`config.mk`:
```
export PLATFORM = sky130hd
export DESIGN_NAME = ppu_timing_gen
export DESIGN_NICKNAME = d
export VERILOG_FILES = /design/src/rtl/ppu_timing_gen.sv
export SDC_FILE = /design/constraint.sdc
export NUM_CORES = 1
export LEC_CHECK = 0
export ABC_AREA = 1
export CAP_MARGIN = 40
export CELL_PAD_IN_SITES_DETAIL_PLACEMENT = 1
export CELL_PAD_IN_SITES_GLOBAL_PLACEMENT = 1
export CORE_UTILIZATION = 34
export DETAILED_ROUTE_END_ITERATION = 16
export GPL_ROUTABILITY_DRIVEN = 1
export GPL_TIMING_DRIVEN = 0
export PLACE_DENSITY_LB_ADDON = 0.05
export RECOVER_POWER = 25
export SYNTH_ARGS = -nofsm -noshare
export SYNTH_HDL_FRONTEND = slang
export SYNTH_SLANG_ARGS = --single-unit
```
`constraint.sdc`:
```
create_clock -name PPUCLK -period 1.7 [get_ports PPUCLK]
set_input_delay 0.34 -clock PPUCLK [delete_from_list [all_inputs] [get_ports PPUCLK]]
set_output_delay 0.34 -clock PPUCLK [all_outputs]
set_load 0.02 [all_outputs]
```
`src/rtl/ppu_timing_gen.sv`:
```
// Scanline/frame timing for the picture unit: beam position, vblank flag, NMI,
// pixel window, background fetch cadence and the NTSC odd-frame cycle skip.
module ppu_timing_gen #(
   parameter int  CYC_PER_LINE    = 341,
   parameter int  LINES_PER_FRAME = 262,
   parameter int  VISIBLE_LINES   = 240,
   parameter int  VBLANK_LINE     = 241,
   parameter int  ODD_SKIP        = 1,
   localparam int CW              = $clog2(CYC_PER_LINE),
   localparam int LW              = $clog2(LINES_PER_FRAME)
) (
   input  logic          PPUCLK,
   input  logic          RST,
   input  logic          NMI_EN,
   input  logic          RENDER_EN,
   input  logic          STATUS_RD,
   output logic [CW-1:0] N_CYC,
   output logic [LW-1:0] N_LINE,
   output logic          VBLANK_FLAG,
   output logic          NMI,
   output logic          VISIBLE,
   output logic          FETCH_VALID,
   output logic [1:0]    FETCH_KIND,
   output logic          ODD_FRAME,
   output logic          FRAME_START
);

   localparam int            PRE      = LINES_PER_FRAME - 1;
   localparam logic [CW-1:0] CYC_ZERO = '0;
   localparam logic [CW-1:0] CYC_ONE  = CW'(1);
   localparam logic [CW-1:0] CYC_LAST = CW'(CYC_PER_LINE - 1);
   localparam logic [CW-1:0] CYC_SKIP = CW'(CYC_PER_LINE - 2);
   localparam logic [CW-1:0] CYC_256  = CW'(256);
   localparam logic [CW-1:0] CYC_321  = CW'(321);
   localparam logic [CW-1:0] CYC_336  = CW'(336);
   localparam logic [LW-1:0] LINE_ZERO = '0;
   localparam logic [LW-1:0] LINE_ONE  = LW'(1);
   localparam logic [LW-1:0] LINE_PRE  = LW'(PRE);
   localparam logic [LW-1:0] LINE_VBL  = LW'(VBLANK_LINE);
   localparam logic [LW-1:0] LINE_VIS  = LW'(VISIBLE_LINES);

   logic [CW-1:0] cyc_q;
   logic [LW-1:0] line_q;
   logic          vblank_q;
   logic          nmi_q;
   logic          odd_q;

   logic          at_pre;
   logic          at_line_end;
   logic          skip_now;
   logic          set_vbl;
   logic          clr_vbl;

   assign at_pre      = (line_q == LINE_PRE);
   assign at_line_end = (cyc_q == CYC_LAST);
   // RENDER_EN only matters on the one decision cycle of an odd pre-render line.
   assign skip_now    = (ODD_SKIP != 0) && RENDER_EN && odd_q && at_pre && (cyc_q == CYC_SKIP);
   assign set_vbl     = (line_q == LINE_VBL) && (cyc_q == CYC_ONE);
   assign clr_vbl     = at_pre && (cyc_q == CYC_ONE);

   always_ff @(posedge PPUCLK) begin
      if (RST) begin
         cyc_q    <= CYC_ZERO;
         line_q   <= LINE_PRE;
         vblank_q <= 1'b0;
         nmi_q    <= 1'b0;
         odd_q    <= 1'b0;
      end else begin
         if (skip_now || (at_line_end && at_pre)) begin
            cyc_q  <= CYC_ZERO;
            line_q <= LINE_ZERO;
            odd_q  <= ~odd_q;
         end else if (at_line_end) begin
            cyc_q  <= CYC_ZERO;
            line_q <= line_q + LINE_ONE;
         end else begin
            cyc_q <= cyc_q + CYC_ONE;
         end

         // A status read coinciding with the set cycle wins, so that frame never flags.
         if (clr_vbl || STATUS_RD) begin
            vblank_q <= 1'b0;
         end else if (set_vbl) begin
            vblank_q <= 1'b1;
         end

         nmi_q <= vblank_q & NMI_EN;
      end
   end

   logic [2:0] phase;
   logic       in_render_line;
   logic       in_fetch_cyc;
   logic       in_pixel_cyc;
   logic       fetch_win;

   // Low three bits of (cycle - 1) give the position inside the 8-cycle fetch group.
   assign phase = cyc_q[2:0] - 3'd1;

   always_comb begin
      in_pixel_cyc   = (cyc_q >= CYC_ONE) && (cyc_q <= CYC_256);
      in_render_line = (line_q < LINE_VIS) || at_pre;
      in_fetch_cyc   = in_pixel_cyc || ((cyc_q >= CYC_321) && (cyc_q <= CYC_336));
      fetch_win      = RENDER_EN && !RST && in_render_line && in_fetch_cyc;
      FETCH_VALID    = fetch_win && !phase[0];
      FETCH_KIND     = fetch_win ? phase[2:1] : 2'b00;
      VISIBLE        = (line_q < LINE_VIS) && in_pixel_cyc;
      FRAME_START    = (line_q == LINE_ZERO) && (cyc_q == CYC_ZERO) && !RST;
   end

   assign N_CYC       = cyc_q;
   assign N_LINE      = line_q;
   assign VBLANK_FLAG = vblank_q;
   assign NMI         = nmi_q;
   assign ODD_FRAME   = odd_q;

endmodule

```
## After elaboration in Yosys (flattened, before gate mapping)

Index checks and enable logic that the tools add are counted.

- Shift-type cells: 0
- Reductions and logical operators: 27
- Order comparisons: 5
- Div/mod/pow operators: 0
- Equality and inequality tests: 5
- Add/subtract/negate cells: 3
- Bitwise gates (word level): 2
- Muxes and demuxes: 3
- Multiply operators: 0

Operators by type and width:

| cell | count |
|---|---|
| == test 9 bit (second input constant) | 3 |
| adder 9 x 1 -> 9 bit (second input constant) | 2 |
| <= comparator 9 bit (second input constant) | 2 |
| logical NOT 9 bit | 2 |
| 2-to-1 mux 9 bit | 2 |
| logical AND 1 bit | 15 |
| == test 9 x 1 -> 1 bit (second input constant) | 1 |
| == test 9 x 8 -> 1 bit (second input constant) | 1 |
| >= comparator 9 x 1 -> 1 bit (second input constant) | 1 |
| >= comparator 9 bit (second input constant) | 1 |
| less-than comparator 9 x 8 -> 1 bit (second input constant) | 1 |
| logical OR 1 bit | 4 |
| OR reduction 2 bit | 2 |
| OR reduction 3 bit | 1 |
| subtractor 3 x 1 -> 3 bit (second input constant) | 1 |
| logical NOT 1 bit | 2 |
| 2-to-1 mux 2 bit | 1 |
| nonzero test 2 bit | 1 |
| AND 1 bit | 1 |
| NOT 1 bit | 1 |

- Memories: 0
- Bits in registers: 21
- RAM bits: 0
- Latch bits: 0
- Bits in read-only memories: 0
- Bits of input ports: 5
- Logic and storage cells: 51
- Output and inout port bits: 26

## Logic depth before layout (Yosys ltp)

Gate-level depths: netlist (run 1).

- Depth after elaboration: 5
- Mapped depth: 10

## Worst setup path before layout (run 1)

Ideal clock, no wire load.

- Kind: register to output
- From: register line_q[0], in the netlist N_LINE[0]
- To: output FETCH_KIND[0]
- Arrival: 1599 ps
- Slack: -239 ps
- Cell stages (with the launch flop): 10
- Data required time: 1360 ps
- Path through: dfxtp_1 > ha_1 > inv_1 > nor2_1 > nand3_1 > nor2_4 > nor2_1 > nor2_1 > nand2_1 > nor2_1

- Word-level cells in the longest chain between the ends: 5

RTL lines:

| what | RTL line | text |
|---|---|---|
| from (decl) | 43 | `logic [LW-1:0] line_q;` |
| from (signal assigned) | 75 | `line_q <= line_q + LINE_ONE;` |
| less-than comparator 9 x 8 -> 1 bit or == test 9 bit (tied branches) | 102, 54 |  |
| logical OR 1 bit (*) | 102 | `in_render_line = (line_q < LINE_VIS) \|\| at_pre;` |
| logical AND 1 bit (*) (2 in series) | 104 | `fetch_win = RENDER_EN && !RST && in_render_line && in_fetch_cyc;` |
| 2-to-1 mux 2 bit (*) | 106 | `FETCH_KIND = fetch_win ? phase[2:1] : 2'b00;` |
| to (decl) | 23 | `output logic [1:0] FETCH_KIND,` |

Mark *: on every way between the ends. The rest lies on a longest branch, timed or not.

## Worst setup path after layout (run 1)

- From: register line_q[1], in the netlist N_LINE[1]
- To: output FETCH_VALID

- Word-level cells in the longest chain between the ends: 5

RTL lines:

| what | RTL line | text |
|---|---|---|
| less-than comparator 9 x 8 -> 1 bit or == test 9 bit (tied branches) | 102, 54 |  |
| logical OR 1 bit (*) | 102 |  |
| logical AND 1 bit (*) (2 in series) | 104 |  |
| logical AND 1 bit (*) | 105 | `FETCH_VALID = fetch_win && !phase[0];` |
| to (decl) | 22 | `output logic FETCH_VALID,` |

Marks and branches as above.

==> results.yml, run 1 <==
timing:
  clock_skew_ps: 6.62
  fin_ws_ps: -356
  tightest_slew_ps: 357
  finalCritPeriodShare_pct: 121
  max_freq_mhz: 486
  whs_ps: 436
  slew_violations: 0
  period_needed_ps: 2060
  hold_violations: 0
  setup_viol: 5
  rsz0062_at_grt: "yes"
  max-slew-margin-rel_pct: 76.1
floorplan:
  die_w_um: 64.0
  die_h_um: 64.0
  initial_core_util_pct: 35.7
  ioPinCount: 31
  row_count: 22
  core-area_um2: 3660
  dieArea_um2: 4100
critical_path:
  crit_buf_inv: 3
  worstReg2RegEnd: "N_LINE[5]$_SDFFE_PP0N_"
  cp_slowest_cell: "dfxtp_4"
  startpoint_type: "register"
  arrival_ps: 1720
  ff2ff_path_depth: 11
  crit_top_cell: "nor2_2"
  end_kind: "output pin"
  crit_fanout: 3
  reg2reg_slack_ps: 0
  cp-startpoint: "N_LINE[1]$_SDFFE_PP0N_"
  cp_top_family: "simple AND/OR/NAND/NOR gates"
  worstSetupPathDepth: 11
  rr_startpoint: "N_LINE[1]$_SDFFE_PP0N_"
  required_ps: 1360
  path_class: "register to output pin"
  critPathMaxStageDelay_ps: 360
  path_cells: "inv_4 > ha_4 > inv_2 > nor2_4 > nand3_2 > nor2_4 > nor2_2 > nor2_2 > nand2_2 > nor2_2 > buf_6"
synth:
  yosys.area.top_type_share_pct: 32.2
  yosys.cell_types.count: 27
  synth.cell_area_um2: 1310
  yosys_warnings: 0
  synth_area_leaders: "dfxtp_1 32%, nand2_1 13%, nor2_1 9.8%, ha_1 6.7%, inv_1 6.3%"
  avgSynthCellArea_um2: 6.81
  syn_nets: 204
  synth_area_leader_cell: "dfxtp_1"
  synth-seq-area-share_pct: 32.2
  synth_seq_cells: 21
  syn-instance-count: 192
final_layout:
  final_area_um2: 1930
  n_antenna_cell: 0
  layout_commonest_cell: "nand2_1"
  layout.area.seq_um2: 443
  final_cell_mix: "42 x nand2_1, 26 x nor2_1, 16 x inv_1, 15 x clkdlybuf4s50_1"
  final_core_util_pct: 52.6
  final_cells: 287
  multi_input_area_um2: 886
  layout.nets: 252
  drive_gt1_share_pct: 30.5
  nFillCells: 465
  synthToLayoutAreaGrowth_pct: 47.4
global_routing:
  antenna_found_initial: 0
  grt.overflow.total: 0
  gr-usage-all-layers_pct: 20.1
  grt_max_degree: 12
  grt_pass1_vias: 1404
  grt_pass1_wl_mm: 6.46
clock_tree:
  root_buffer: "clkbuf_8"
  clkLatencyLatePin_ps: 270
  h-tree-depth: 1
  cts_tree: "yes"
  cts_buffers: 3
  cts_buffer_depth: 2
  cts.reportedPaths.clkPinSlew_ps: 90
  clkSinkCount: 21
detailed_routing:
  drt_iter0_markers: 49
  drc: 0
  vias: 1402
  routed_wl_mm: 3.87
  post_drt_wl_per_cell_um: 13.5
  viasPerCell: 4.89
  first_pass_iters: 2
  ant_nets: 0
worst_hold_path:
  holdPathStages: 2
  hold_start: "RST"
  hold_path_class: "input pin to register"
  hold_end: "NMI$_SDFF_PP0_"
placement:
  port_buffers: 30
  dpl_cell_area_um2: 1720
  gp_congestion: 0.809
  hpwl_mm: 2.82
  dp.cells: 270
power:
  p_total_mw: 1.00
  p_leak_nw: 0.834
  max-vdd-ir-drop_v: 0.000395
  power.density_nw_per_um2: 520
flow_run:
  max_cap_violations: 0
run_status:
  status: "finished with violations"
  violations: "setup timing"
-- worst max-delay path by stage --
stage,to,slack (ps)
5_1_grt,FETCH_VALID,-440
2_1_floorplan,FETCH_KIND[0],-30
3_3_place_gp,FETCH_KIND[1],-620
3_5_place_dp,FETCH_KIND[1],-690
4_1_cts,FETCH_VALID,-320
6_report,FETCH_VALID,-360
-- sequential cells by signal (all words and copies together), names as in the netlist --
| register | count |
|---|---|
| VBLANK_FLAG | 1 |
| N_LINE | 9 |
| NMI | 1 |
| ODD_FRAME | 1 |
| N_CYC | 9 |
-- repair_timing --
item	4_1_cts	5_1_grt
pin swaps	14	10
setup buffers	10	3
endpoints found under the setup margin	11	15
gates resized for setup	62	8
hold buffers	0	0
gates cloned	0	0
-- per-layer routing --
layer  part of all wire [%]  GRT usage [%]
met1                     51           27.4
met2                     46           33.1
met3                    2.6           1.79
met4                    1.0           6.82
met5                      0              0
-- power breakdown --
part           switching [mW]  leakage (nW)  internal [mW]
combinational          0.0874         0.637         0.0697
clock                   0.179        0.0228          0.167
sequential            0.00629         0.175          0.493
total                   0.273         0.834          0.730
-- Yosys cell counts --
cell,instances
nor3_1,3
nor2_1,34
ha_1,7
o21bai_1,1
dfxtp_1,21
nor2_2,2
inv_1,22
nor2_4,3
a21oi_2,1
buf_4,1
nand2_1,44
o21ai_1,1
inv_2,3
xnor2_1,2
nand3_4,1
buf_6,1
nand4_1,10
o21ai_0,3
nor4_1,1
nand3_1,16
nor2b_1,1
nand4_2,1
a21oi_1,5
nand3_2,2
xor2_1,4
nor3_2,1
clkinv_1,1
-- final cells by class --
cell class | instances | area share, %
multi-input combinational | 143 | 46.0
buffer | 2 | 1.17
inverter | 26 | 5.32
sequential | 21 | 23.0
tap | 48 | 3.12
clock buffer | 4 | 2.34
timing repair buffer | 43 | 19.1
-- cells by family after synthesis --
family          share of synthesized area [%]
simple gates                             43.5
buf+inv                                  8.90
flops                                    32.2
compound gates                           4.69
fa+ha+maj                                6.70
xor+xnor                                 4.02
-- through the flow --
stage	TNS [ps]	setup slack (ps)
2_1_floorplan	-58.9	-29.4
3_3_place_gp	-2770	-619
3_5_place_dp	-3390	-695
4_1_cts	-1240	-324
5_1_grt	-2520	-437
6_report	-1210	-356
Power figures use the tool's default switching activity.
==> run 2, diff against run 1 <==
--- a/config.mk
+++ b/config.mk
@@ -15,6 +15,7 @@
 export GPL_TIMING_DRIVEN = 0
 export PLACE_DENSITY_LB_ADDON = 0.05
 export RECOVER_POWER = 25
+export REMOVE_ABC_BUFFERS = 1
 export SYNTH_ARGS = -nofsm -noshare
 export SYNTH_HDL_FRONTEND = slang
 export SYNTH_SLANG_ARGS = --single-unit
==> results.yml, run 2 (synthesis gave the netlist of run 1 again) <==
timing:
  rsz0062_at_grt: "yes"
  max_freq_mhz: 494
  clock_skew_ps: 4.16
  slew_violations: 0
  hold_violations: 0
  setup_viol: 5
  finalCritPeriodShare_pct: 119
  fin_ws_ps: -325
  max-slew-margin-rel_pct: 77.6
  tightest_slew_ps: 335
  period_needed_ps: 2020
global_routing:
  gr-usage-all-layers_pct: 21.0
  antenna_found_initial: 0
  grt_max_degree: 15
  grt_pass1_vias: 1457
  grt_pass1_wl_mm: 6.53
  grt.overflow.total: 0
critical_path:
  startpoint_type: "register"
  crit_fanout: 3
  path_cells: "inv_2 > ha_4 > inv_2 > nor2_4 > nand3_2 > nor2_4 > nor2_2 > nor2_2 > nand2_2 > nor2_1 > buf_4"
  cp_top_family: "simple AND/OR/NAND/NOR gates"
  crit_buf_inv: 3
  path_class: "register to output pin"
  critPathMaxStageDelay_ps: 330
  cp_slowest_cell: "dfxtp_2"
  required_ps: 1360
  end_kind: "output pin"
  arrival_ps: 1680
clock_tree:
  root_buffer: "clkbuf_8"
  cts_hold_buf: 0
  clkLatencyLatePin_ps: 270
  cts_buffer_depth: 2
  cts.reportedPaths.clkPinSlew_ps: 80
  clkSinkCount: 21
  cts_buffers: 3
  h-tree-depth: 1
  cts_tree: "yes"
detailed_routing:
  vias: 1433
  viasPerCell: 4.98
  ant_nets: 0
  post_drt_wl_per_cell_um: 14.3
  routed_wl_mm: 4.13
  drc: 0
  drt_iter0_markers: 31
  first_pass_iters: 4
placement:
  port_buffers: 30
  gp_congestion: 0.782
  dp.cells: 268
  hpwl_mm: 2.79
worst_hold_path:
  hold_path_class: "register to register"
floorplan:
  ioPinCount: 31
  row_count: 22
  dieArea_um2: 4100
  die_w_um: 64.0
  die_h_um: 64.0
  core-area_um2: 3660
  initial_core_util_pct: 35.7
flow_run:
  max_cap_violations: 0
run_status:
  violations: "setup timing"
  status: "finished with violations"
power:
  p_total_uw: 993
  max-vdd-ir-drop_v: 0.000246
  power.density_nw_per_um2: 515
  p_leak_nw: 0.833
final_layout:
  layout_commonest_cell: "nand2_1"
  final_cell_mix: "41 x nand2_1, 27 x nor2_1, 16 x clkdlybuf4s50_1, 16 x buf_4, 15 x inv_1"
  n_antenna_cell: 0
  layout.nets: 253
  synthToLayoutAreaGrowth_pct: 47.5
  drive_gt1_share_pct: 30.4
  final_core_util_pct: 52.7
  final_cells: 288
## run 2: changes by cell type in the layout (fill, tap and decap cells not counted), moves of 2 or more
cell	before	now
inv_4	2	0
buf_4	14	16
buf_6	5	3
inv_2	7	10
## run 2: final cells by class
type                       instances  area [um^2]
fill                             486         1730
multi-input combinational        143          885
sequential                        21          439
timing repair buffer              46          398
inverter                          26          101
tap                               48         60.1
clock buffer                       4         45.0
## run 2: final timing paths
kind / endpoint / cells past startpoint / startpoint / slack (ps)
worst max-delay path: FETCH_VALID / 11 / N_LINE[1]$_SDFFE_PP0N_ / -320
worst min-delay path: NMI$_SDFF_PP0_ / 2 / VBLANK_FLAG$_SDFFE_PP0P_ / 460
worst max register to register: N_CYC[2]$_SDFF_PP0_ / 11 / N_LINE[1]$_SDFFE_PP0N_ / 110
worst min register to register: NMI$_SDFF_PP0_ / 2 / VBLANK_FLAG$_SDFFE_PP0P_ / 460
## run 2: stage by stage
step	hold slack [ps]	cell area (um^2)	setup WS, ps	TNS, ps
2_1_floorplan	412	1290	-239	-990
3_3_place_gp	441	1650	-670	-3260
3_5_place_dp	444	1650	-715	-3700
4_1_cts	456	1870	-302	-3150
5_1_grt	477	1930	-420	-1840
6_report	459	1930	-325	-1360
## run 2: power breakdown
group	internal, mW	leakage [nW]	switching (mW)	total, mW
clock network	0.168	0.0228	0.179	0.346
logic	0.0565	0.637	0.0808	0.137
registers	0.496	0.174	0.0133	0.510
total	0.720	0.833	0.273	0.993
## run 2: routing by layer
metal	track usage [%]	share of wire, %	wire, um
met5	0	0	0
met4	9.38	3.3	135
met3	3.93	2.7	113
met2	40.2	54	2220
met1	21.8	40	1660
## run 2: what timing repair did
item | CTS | global route
buffers inserted | 14 | 6
resized for setup | 65 | 22
pin swaps | 11 | 11
setup endpoints to repair | 22 | 29
## run 2: worst reg2reg max path, stage by stage, from the launching register on
cell,delay [ps]
dfxtp_2,330
inv_2,70
ha_4,130
inv_2,30
nor2_4,90
nand3_2,110
nor2_4,140
buf_4,120
buf_6,100
nand3_4,130
nand3_4,160
nor2_1,70
==> run 3, diff against run 2 <==
--- a/config.mk
+++ b/config.mk
@@ -10,6 +10,7 @@
 export CELL_PAD_IN_SITES_DETAIL_PLACEMENT = 1
 export CELL_PAD_IN_SITES_GLOBAL_PLACEMENT = 1
 export CORE_UTILIZATION = 34
+export CTS_CLUSTER_SIZE = 10
 export DETAILED_ROUTE_END_ITERATION = 16
 export GPL_ROUTABILITY_DRIVEN = 1
 export GPL_TIMING_DRIVEN = 0
==> results of run 3 <==
No change in the layout: final DEF, timing and power equal those of run 2.
